### src/rtl/multi_arb.sv
// multi_arb: round-robin arbiter/sequencer that shares one start/valid multiplier between NREQ
// requesters. The winner's operands are latched and m_start is held high until m_valid. The
// product is then returned with a one-cycle ack, followed by a forced start-low gap cycle.
//
// Optional build macro MULTI_ARB_TIMEOUT_EN: adds the err port and a BUSY-cycle watchdog that
// aborts an operation after TIMEOUT cycles without m_valid.
module multi_arb #(
  parameter int unsigned NREQ    = 4,
  parameter int unsigned IDW     = 2,
  parameter int unsigned W       = 32,
  parameter int unsigned TIMEOUT = 64
) (
  input  logic              clock,
  input  logic              reset,
  input  logic [NREQ-1:0]   req,
  input  logic [NREQ*W-1:0] req_mlier,
  input  logic [NREQ*W-1:0] req_mcand,
  output logic [NREQ-1:0]   ack,
  output logic [2*W-1:0]    rsp_prodt,
  output logic [IDW-1:0]    gnt_id,
  output logic              busy,
  output logic              m_start,
  output logic [W-1:0]      m_mlier,
  output logic [W-1:0]      m_mcand,
  input  logic [2*W-1:0]    m_prodt,
  input  logic              m_valid
`ifdef MULTI_ARB_TIMEOUT_EN
  ,
  output logic              err
`endif
);

  // Reject configurations the gnt_id width cannot represent.
  if (NREQ < 2 || NREQ > 8 || (2 ** IDW) < NREQ || TIMEOUT < 1) begin : g_bad_cfg
    $error("multi_arb: illegal parameter combination");
  end

  localparam logic [1:0] StIdle = 2'd0;
  localparam logic [1:0] StBusy = 2'd1;
  localparam logic [1:0] StGap  = 2'd2;

  logic [1:0]     state_q, state_d;
  logic [IDW-1:0] rr_q, rr_d;

  logic [NREQ-1:0] ack_d;
  logic [2*W-1:0]  rsp_d;
  logic [IDW-1:0]  gnt_d;
  logic            busy_d;
  logic            start_d;
  logic [W-1:0]    mlier_d;
  logic [W-1:0]    mcand_d;

  logic            win_found;
  logic [IDW-1:0]  win_id;
  logic [W-1:0]    win_mlier;
  logic [W-1:0]    win_mcand;
  logic [NREQ-1:0] gnt_onehot;
  logic [IDW-1:0]  rr_next;

`ifdef MULTI_ARB_TIMEOUT_EN
  localparam int unsigned TCW = $clog2(TIMEOUT + 1);
  logic [TCW-1:0] tmo_q, tmo_d;
  logic           err_d;
  logic           tmo_hit;
  assign tmo_hit = (tmo_q == TCW'(TIMEOUT - 1));
`endif

  // Round-robin search: first request at or above rr_q, otherwise wrap to the lowest request.
  always_comb begin
    win_found = 1'b0;
    win_id    = '0;
    for (int j = 0; j < NREQ; j++) begin
      if (!win_found && req[j] && (IDW'(j) >= rr_q)) begin
        win_found = 1'b1;
        win_id    = IDW'(j);
      end
    end
    for (int j = 0; j < NREQ; j++) begin
      if (!win_found && req[j]) begin
        win_found = 1'b1;
        win_id    = IDW'(j);
      end
    end
  end

  // Operand mux for the winning requester.
  always_comb begin
    win_mlier = '0;
    win_mcand = '0;
    for (int j = 0; j < NREQ; j++) begin
      if (IDW'(j) == win_id) begin
        win_mlier = req_mlier[j*W +: W];
        win_mcand = req_mcand[j*W +: W];
      end
    end
  end

  // One-hot ack pattern and the pointer value that follows the current grant.
  always_comb begin
    gnt_onehot = '0;
    for (int j = 0; j < NREQ; j++) begin
      gnt_onehot[j] = (IDW'(j) == gnt_id);
    end
    if (gnt_id == IDW'(NREQ - 1)) begin
      rr_next = '0;
    end else begin
      rr_next = gnt_id + 1'b1;
    end
  end

  // Sequencer next-state: IDLE arbitrates, BUSY waits for the multiplier, GAP forces start low.
  always_comb begin
    state_d = state_q;
    rr_d    = rr_q;
    ack_d   = ack;
    rsp_d   = rsp_prodt;
    gnt_d   = gnt_id;
    start_d = m_start;
    mlier_d = m_mlier;
    mcand_d = m_mcand;
`ifdef MULTI_ARB_TIMEOUT_EN
    tmo_d   = tmo_q;
    err_d   = 1'b0;
`endif
    unique case (state_q)
      StIdle: begin
        ack_d = '0;
        if (win_found) begin
          mlier_d = win_mlier;
          mcand_d = win_mcand;
          gnt_d   = win_id;
          start_d = 1'b1;
          state_d = StBusy;
`ifdef MULTI_ARB_TIMEOUT_EN
          tmo_d   = '0;
`endif
        end
      end
      StBusy: begin
`ifdef MULTI_ARB_TIMEOUT_EN
        tmo_d = tmo_q + 1'b1;
`endif
        // m_valid takes priority over a coincident timeout.
        if (m_valid) begin
          rsp_d   = m_prodt;
          ack_d   = gnt_onehot;
          start_d = 1'b0;
          rr_d    = rr_next;
          state_d = StGap;
`ifdef MULTI_ARB_TIMEOUT_EN
        end else if (tmo_hit) begin
          rsp_d   = '0;
          ack_d   = gnt_onehot;
          err_d   = 1'b1;
          start_d = 1'b0;
          rr_d    = rr_next;
          state_d = StGap;
`endif
        end
      end
      StGap: begin
        ack_d   = '0;
        start_d = 1'b0;
        state_d = StIdle;
      end
      default: begin
        ack_d   = '0;
        start_d = 1'b0;
        state_d = StIdle;
      end
    endcase
    busy_d = (state_d != StIdle);
  end

  // Register all state and outputs; reset is synchronous.
  always_ff @(posedge clock) begin
    if (reset) begin
      state_q   <= StIdle;
      rr_q      <= '0;
      ack       <= '0;
      rsp_prodt <= '0;
      gnt_id    <= '0;
      busy      <= 1'b0;
      m_start   <= 1'b0;
      m_mlier   <= '0;
      m_mcand   <= '0;
`ifdef MULTI_ARB_TIMEOUT_EN
      tmo_q     <= '0;
      err       <= 1'b0;
`endif
    end else begin
      state_q   <= state_d;
      rr_q      <= rr_d;
      ack       <= ack_d;
      rsp_prodt <= rsp_d;
      gnt_id    <= gnt_d;
      busy      <= busy_d;
      m_start   <= start_d;
      m_mlier   <= mlier_d;
      m_mcand   <= mcand_d;
`ifdef MULTI_ARB_TIMEOUT_EN
      tmo_q     <= tmo_d;
      err       <= err_d;
`endif
    end
  end

endmodule

### config.mk
export PLATFORM = sky130hd
export DESIGN_NAME = multi_arb
export DESIGN_NICKNAME = d
export VERILOG_FILES = /design/src/rtl/multi_arb.sv
export SDC_FILE = /design/constraint.sdc
export NUM_CORES = 1
export LEC_CHECK = 0
export ABC_AREA = 1
export CAP_MARGIN = 20
export CORE_AREA = 2 2 182 184
export DETAILED_ROUTE_END_ITERATION = 8
export DIE_AREA = 0 0 184 186
export DONT_BUFFER_PORTS = 1
export PLACE_DENSITY = 0.34
export SLEW_MARGIN = 15
export SYNTH_ARGS = -nofsm -noshare
export SYNTH_HDL_FRONTEND = slang
export SYNTH_SLANG_ARGS = --single-unit
### constraint.sdc
create_clock -name clock -period 2 [get_ports clock]
set_input_delay 0.6 -clock clock [delete_from_list [all_inputs] [get_ports clock]]
set_output_delay 0.6 -clock clock [all_outputs]
set_load 0.005 [all_outputs]
==> results of run 1 <==
## stage by stage
step | hold WS [ns] | std cells | setup TNS, ns | setup slack [ns]
finish | 0.2490 | 1547 | 0 | 0.1101
global route | 0.2115 | 1546 | -0.01488 | -0.006789
CTS | 0.2139 | 1530 | 0 | 0.07219
detailed placement | 0.4719 | 1498 | -2.661 | -0.1053
global placement | 0.4675 | 1498 | -2.097 | -0.09657
floorplan | 0.4214 | 1159 | 0 | 0.1599
## worst min-delay path by stage
stage / from / end / slack (ns) / depth (start not counted)
final: reset / m_mcand[31]$_SDFFE_PP0P_ / 0.25 / 1
after global routing: reset / m_mcand[31]$_SDFFE_PP0P_ / 0.21 / 1
after CTS: reset / m_mcand[31]$_SDFFE_PP0P_ / 0.21 / 1
after detailed placement: rsp_prodt[59]$_SDFFE_PP0P_ / rsp_prodt[59]$_SDFFE_PP0P_ / 0.47 / 2
after global placement: rsp_prodt[9]$_SDFFE_PP0P_ / rsp_prodt[9]$_SDFFE_PP0P_ / 0.47 / 2
after floorplan: state_q[1]$_SDFF_PP0_ / m_start$_SDFFE_PP0P_ / 0.42 / 1
## cells in the mapped netlist (all sizes together)
cell type | n | area [µm²]
a21boi | 2 | 15.01
buf | 57 | 339.1
nor2 | 134 | 505.5
ha | 4 | 50.05
inv | 14 | 52.55
nand2 | 276 | 1041
nand3 | 132 | 665.6
a211oi | 1 | 7.510
nor3 | 1 | 5.000
o21ai | 67 | 335.3
clkbuf | 64 | 240.2
a21oi | 139 | 699.4
nand4 | 128 | 800.8
dfxtp | 140 | 2803
## routing by layer
metal / share of wire (%) / track usage (%) / up-vias
met5: 0 / 0 / -
met1: 38 / 19.81 / 3846
met2: 50 / 32.15 / 351
met4: 2.4 / 7.104 / 0
li1: - / - / 3911
met3: 9.2 / 6.965 / 48
## state kept, by name, summed over array words and instances (netlist names)
register,count
m_mlier,32
ack,4
rr_q,2
state_q,2
gnt_id,2
m_start,1
busy,1
m_mcand,32
rsp_prodt,64
## what timing repair did
item                       in CTS  in global routing
setup endpoints to repair       0                 55
setup buffers                   0                  5
resized for setup               0                 14
## power groups by stage
stage / combinational [µW] / sequential [µW] / clock [µW]
2_1_floorplan: 1210 / 3230 / 0
3_3_place_gp: 1690 / 3360 / 0
3_5_place_dp: 1690 / 3360 / 0
4_1_cts: 1700 / 3300 / 3280
5_1_grt: 2030 / 3310 / 3390
6_report: 1810 / 3280 / 3140
## final cells by class
class                   count  area [µm²]
fillers                  3653       23100
clock buffers              18       429.2
diodes                      1       2.502
repair buffers             67       938.4
flip-flops and latches    140        2804
well taps                 408       510.5
clock inverters            14       136.4
multi-input cells         885        4224
inverters                  14       57.56
## logic make-up after synthesis
kind of cell	Yosys count	synth area share, %
and+or+nand+nor	671	39.92
buffers and inverters	135	8.358
AOI/OAI and AO/OA	209	13.99
DFF	140	37.07
adders and majority gates	4	0.6621
==> flow_summary_export.csv, run 1 <==
group,metric,value,unit
drt,drt_first_pass_iters,4,
cts,cts_buffer_depth,2,
cts,cts_tree,"done",
place,dp_hpwl,23.18,mm
final_layout,layout_commonest_cell,"nand2_1",
global_route,grt_first_pass_wirelength,47.12,mm
die,io_pins,463,
final_layout,drive_above_1_share,10.37,%
cts,clk_pin_slew,0.06,ns
setup_path,slowest_stage,"dfxtp_2",
timing,rsz0062_at_grt,"true",
outcome,status,"complete, no violations",
setup_path,crit_buf_inv,3,
cts,clk_latency,0.43,ns
die,core-area,0.03221,mm²
timing,finalSetupViolations,0,
power,p_switching,2722,µW
power,ir_drop,0.5561,mV
setup_path,worst_path_dominant_cell_family,"simple AND/OR/NAND/NOR gates",
power,p_int,5517,µW
synthesis,syn_inst,1159,
min_path,hold_class,"input pin to flop",
place,place_congestion,0.7821,
timing,hold_violations,0,
setup_path,cp-startpoint,"rr_q[0]$_SDFFE_PP0P_",
final_layout,fin_area,0.009102,mm²
synthesis,syn_area,0.007560,mm²
drt,final_antenna_net_count,0,
cts,cts_root_buf,"clkbuf_16",
timing,finClkSkew,0.007351,ns
setup_path,cp_common_cell,"nand2_2",
place,io_buffers,0,
setup_path,r2r_end,"m_mcand[0]$_SDFFE_PP0P_",
setup_path,path_class,"flop to flop",
setup_path,r2r_cells,13,
global_route,grt_max_degree,134,
final_layout,final_nets,1456,
die,die_height,186,µm
cts,cts_made_buffers,17,
global_route,overflow,0,
die,start_util,23.47,%
global_route,grt_pass1_vias,7601,
power,power_frac_comb,22.0,%
drt,viasPerCell,5.272,
setup_path,crit_end,"m_mcand[0]$_SDFFE_PP0P_",
global_route,antenna_found_initial,1,
drt,wl_per_cell,22.57,µm
setup_path,cp-end-kind,"flop",
global_route,grt.total_usage,18.26,%
final_layout,final_cell_mix,"nand2_1, dfxtp_1, a21oi_1",
timing,relSlewSlack,65.47,%
setup_path,rrSetupSlack,0.11,ns
timing,timing.final.crit_share,94.49,%
timing,fin_crit,1.890,ns
setup_path,reg2reg_from,"rr_q[0]$_SDFFE_PP0P_",
power,power.density,905.1,mW/mm²
synthesis,synth_cell_types,23,
timing,worst_pin_slew,0.5179,ns
timing,slew_violations,0,
power,p_leak,0.003750,µW
setup_path,crit_arrival,2.20,ns
die,die_area,0.03422,mm²
final_layout,synthToLayoutAreaGrowth,20.41,%
final_layout,postLayoutCoreUtil,28.26,%
cts,hold_buffers,0,
synthesis,syn_nets,1490,
die,rows,66,
power,fin_total_pwr,8239,µW
synthesis,synth-seq-cells,140,
synthesis,avgSynthCellArea,6.523,µm²
setup_path,cp_max_fo,21,
drt,drc_errors,0,
drt,routed_wl,34.92,mm
setup_path,worst-path-stages,13,
setup_path,path_cells,"inv_1 -> nand2_2 -> nand2_2 -> nand2_4 -> nand2_2 -> nor2_4 -> nand3_4 -> buf_4 -> clkbuf_16 -> nand4_1 -> nand2_1 -> o21ai_1 -> a21oi_1",
setup_path,max_stage_delay,0.34,ns
place,dpl_cell_area,0.008177,mm²
drt,first_iter_violations,452,
synthesis,yosys_warnings,0,
job,max-cap-violations,0,
setup_path,cp.required,2.31,ns
timing,max_freq,529.1,MHz
cts,htreeDepth,4,
power,p_seq_share,39.9,%
power,p_sw_share,33.04,%
cts,cts_sinks,140,
setup_path,cp-start-kind,"flop",
die,die_x,184,µm
synthesis,yosysSeqAreaShare,37.07,%
drt,vias,8156,
power,clkPwrFrac,38.1,%
No activity file was read; power rests on OpenSTA's default activity.
==> inputs of run 2 (changes only) <==
==> constraint.sdc (replaced) <==
create_clock -name clock -period 2 [get_ports clock]
set_input_delay 0.2 -clock clock [delete_from_list [all_inputs] [get_ports clock]]
set_output_delay 0.2 -clock clock [all_outputs]
set_load 0.005 [all_outputs]
==> run 2 against run 1 <==
  * Maximum frequency shrank 0.27%
  * Clock power up 6%
  * Critical path depth is 2 lower
  * Setup slack got worse by 0.0050 ns
  * Hold slack lost 0.20 ns
  * Sequential power about the same
  * Via count grew 4.0%
  * Critical endpoint is now m_mlier[16]$_SDFFE_PP0P_
  * Highest routed layer is now met5
==> flow_summary_export.csv, run 2 (synthesis gave the netlist of run 1 again) <==
group,metric,value,unit
outcome,status,"complete, no violations",
power,ir_drop,0.6135,mV
power,p_leak,0.004152,µW
setup_path,path_cells,"nand2_2 -> a21oi_2 -> buf_4 -> nand4_1 -> nand2_4 -> buf_4 -> clkbuf_16 -> nand4_1 -> nand2_1 -> o21ai_1 -> a21oi_1",
die,die_area,0.03422,mm²
final_layout,largest_reg_flops,64,
drt,vias,8486,
place,io_buffers,0,
cts,cts_tree,"done",
die,start_util,23.47,%
timing,max_freq,527.7,MHz
global_route,grt_pass1_vias,8068,
setup_path,cp-start-kind,"flop",
timing,rsz0062_at_grt,"true",
setup_path,crit_arrival,2.26,ns
timing,hold_slack,0.04507,ns
power,power.density,874.1,mW/mm²
setup_path,cp_max_fo,21,
die,io_pins,463,
timing,timing.final.crit_share,94.75,%
drt,first_iter_violations,548,
final_layout,drive_above_1_share,10.07,%
drt,wl_per_cell,23.16,µm
cts,htreeDepth,4,
final_layout,final_cell_mix,"nand2_1, dfxtp_1, a21oi_1",
die,rows,66,
cts,clk_pin_slew,0.07,ns
final_layout,final_nets,1519,
die,core-area,0.03221,mm²
global_route,grt.total_usage,18.97,%
drt,drc_errors,0,
timing,fin_crit,1.895,ns
final_layout,reg.largest.list,"rsp_prodt: 64 flops, m_mcand: 32 flops, m_mlier: 32 flops",
final_layout,synthToLayoutAreaGrowth,29.94,%
timing,finClkSkew,0.006287,ns
final_layout,max_flop_register,"rsp_prodt",
place,dp_hpwl,22.94,mm
final_layout,layout_commonest_cell,"nand2_1",
die,die_height,186,µm
timing,relSlewSlack,66.40,%
drt,drt_first_pass_iters,6,
cts,clk_latency,0.44,ns
die,die_x,184,µm
global_route,grt_max_degree,96,
drt,final_antenna_net_count,0,
setup_path,cp-end-kind,"flop",
cts,cts_sinks,140,
cts,cts_made_buffers,17,
timing,finalSetupViolations,0,
min_path,hold_class,"input pin to flop",
timing,tns,0,ns
timing,worst_pin_slew,0.5040,ns
timing,slew_violations,0,
global_route,overflow,0,
global_route,grt_first_pass_wirelength,49.06,mm
setup_path,max_stage_delay,0.34,ns
cts,cts_root_buf,"clkbuf_16",
setup_path,cp.required,2.37,ns
drt,routed_wl,37.32,mm
setup_path,slowest_stage,"dfxtp_1",
final_layout,postLayoutCoreUtil,30.50,%
power,fin_total_pwr,8587,µW
drt,viasPerCell,5.268,
place,place_congestion,0.7695,
timing,hold_violations,0,
job,max-cap-violations,0,
setup_path,path_class,"flop to flop",
global_route,antenna_found_initial,3,
cts,cts_buffer_depth,2,
## run 2: cell count changes in the layout (fill, tap and decap cells not counted), moves of 5 or more
cell,delta
dlygate4sd3_1,+66
buf_12,-7
buf_4,-6
buf_16,+5
buf_6,+5
o21ai_1,-5
o21ai_2,+5
## run 2: layer usage
metal  global-route usage, %  routed length [µm]  vias up
li1                        -                   -     4045
met1                   20.61               14240     3978
met2                   33.30               18360      413
met3                   7.239                3673       48
met4                   7.520                1018        2
met5                       0                  19        -
## run 2: worst paths after layout
check	start	to	slack [ns]	cells after the start
worst max-delay path	rr_q[1]$_SDFFE_PP0P_	m_mlier[16]$_SDFFE_PP0P_	0.11	11
worst min-delay path	reset	gnt_id[1]$_SDFFE_PP0P_	0.05	3
worst max register to register	rr_q[1]$_SDFFE_PP0P_	m_mlier[16]$_SDFFE_PP0P_	0.11	11
worst min register to register	state_q[0]$_SDFF_PP0_	m_start$_SDFFE_PP0P_	0.47	1
## run 2: cell type report
cell class | count | area [µm²]
Fill cell | 3587 | 22380
Multi-Input combinational cell | 884 | 4225
Sequential cell | 140 | 2804
Timing Repair Buffer | 131 | 1623
Tap cell | 408 | 510.5
Clock buffer | 18 | 439.2
Clock inverter | 14 | 156.4
Inverter | 14 | 60.06
Antenna cell | 2 | 5.005
## run 2: power breakdown
group,internal [µW],leakage [µW],switching (µW)
registers,3030,0.00115,248
logic,811,0.00271,1170
clock network,1900,0.000298,1420
## run 2: per-stage QoR
step           cell area, µm²  setup WS (ns)  instances
6_report                 9823         0.1051       1611
5_1_grt                  9823       -0.05220       1611
4_1_cts                  9350        0.05313       1588
3_5_place_dp             8039        0.08173       1488
3_3_place_gp             8039        0.04586       1488
2_1_floorplan            7560         0.3889       1159
## run 2: what timing repair did
action | 4_1_cts | 5_1_grt
buffers inserted | 0 | 8
endpoints found under the hold margin | 137 | 0
hold buffers | 68 | 0
gates resized for setup | 0 | 28
endpoints found under the setup margin | 0 | 68
## run 2: critical path, delay by kind of cell, from the launching register on
kind | cells | cell delay (ns)
AO/OA/AOI/OAI | 3 | 0.34
buffers and inverters | 3 | 0.52
flip-flops | 1 | 0.34
AND/OR/NAND/NOR | 5 | 0.62
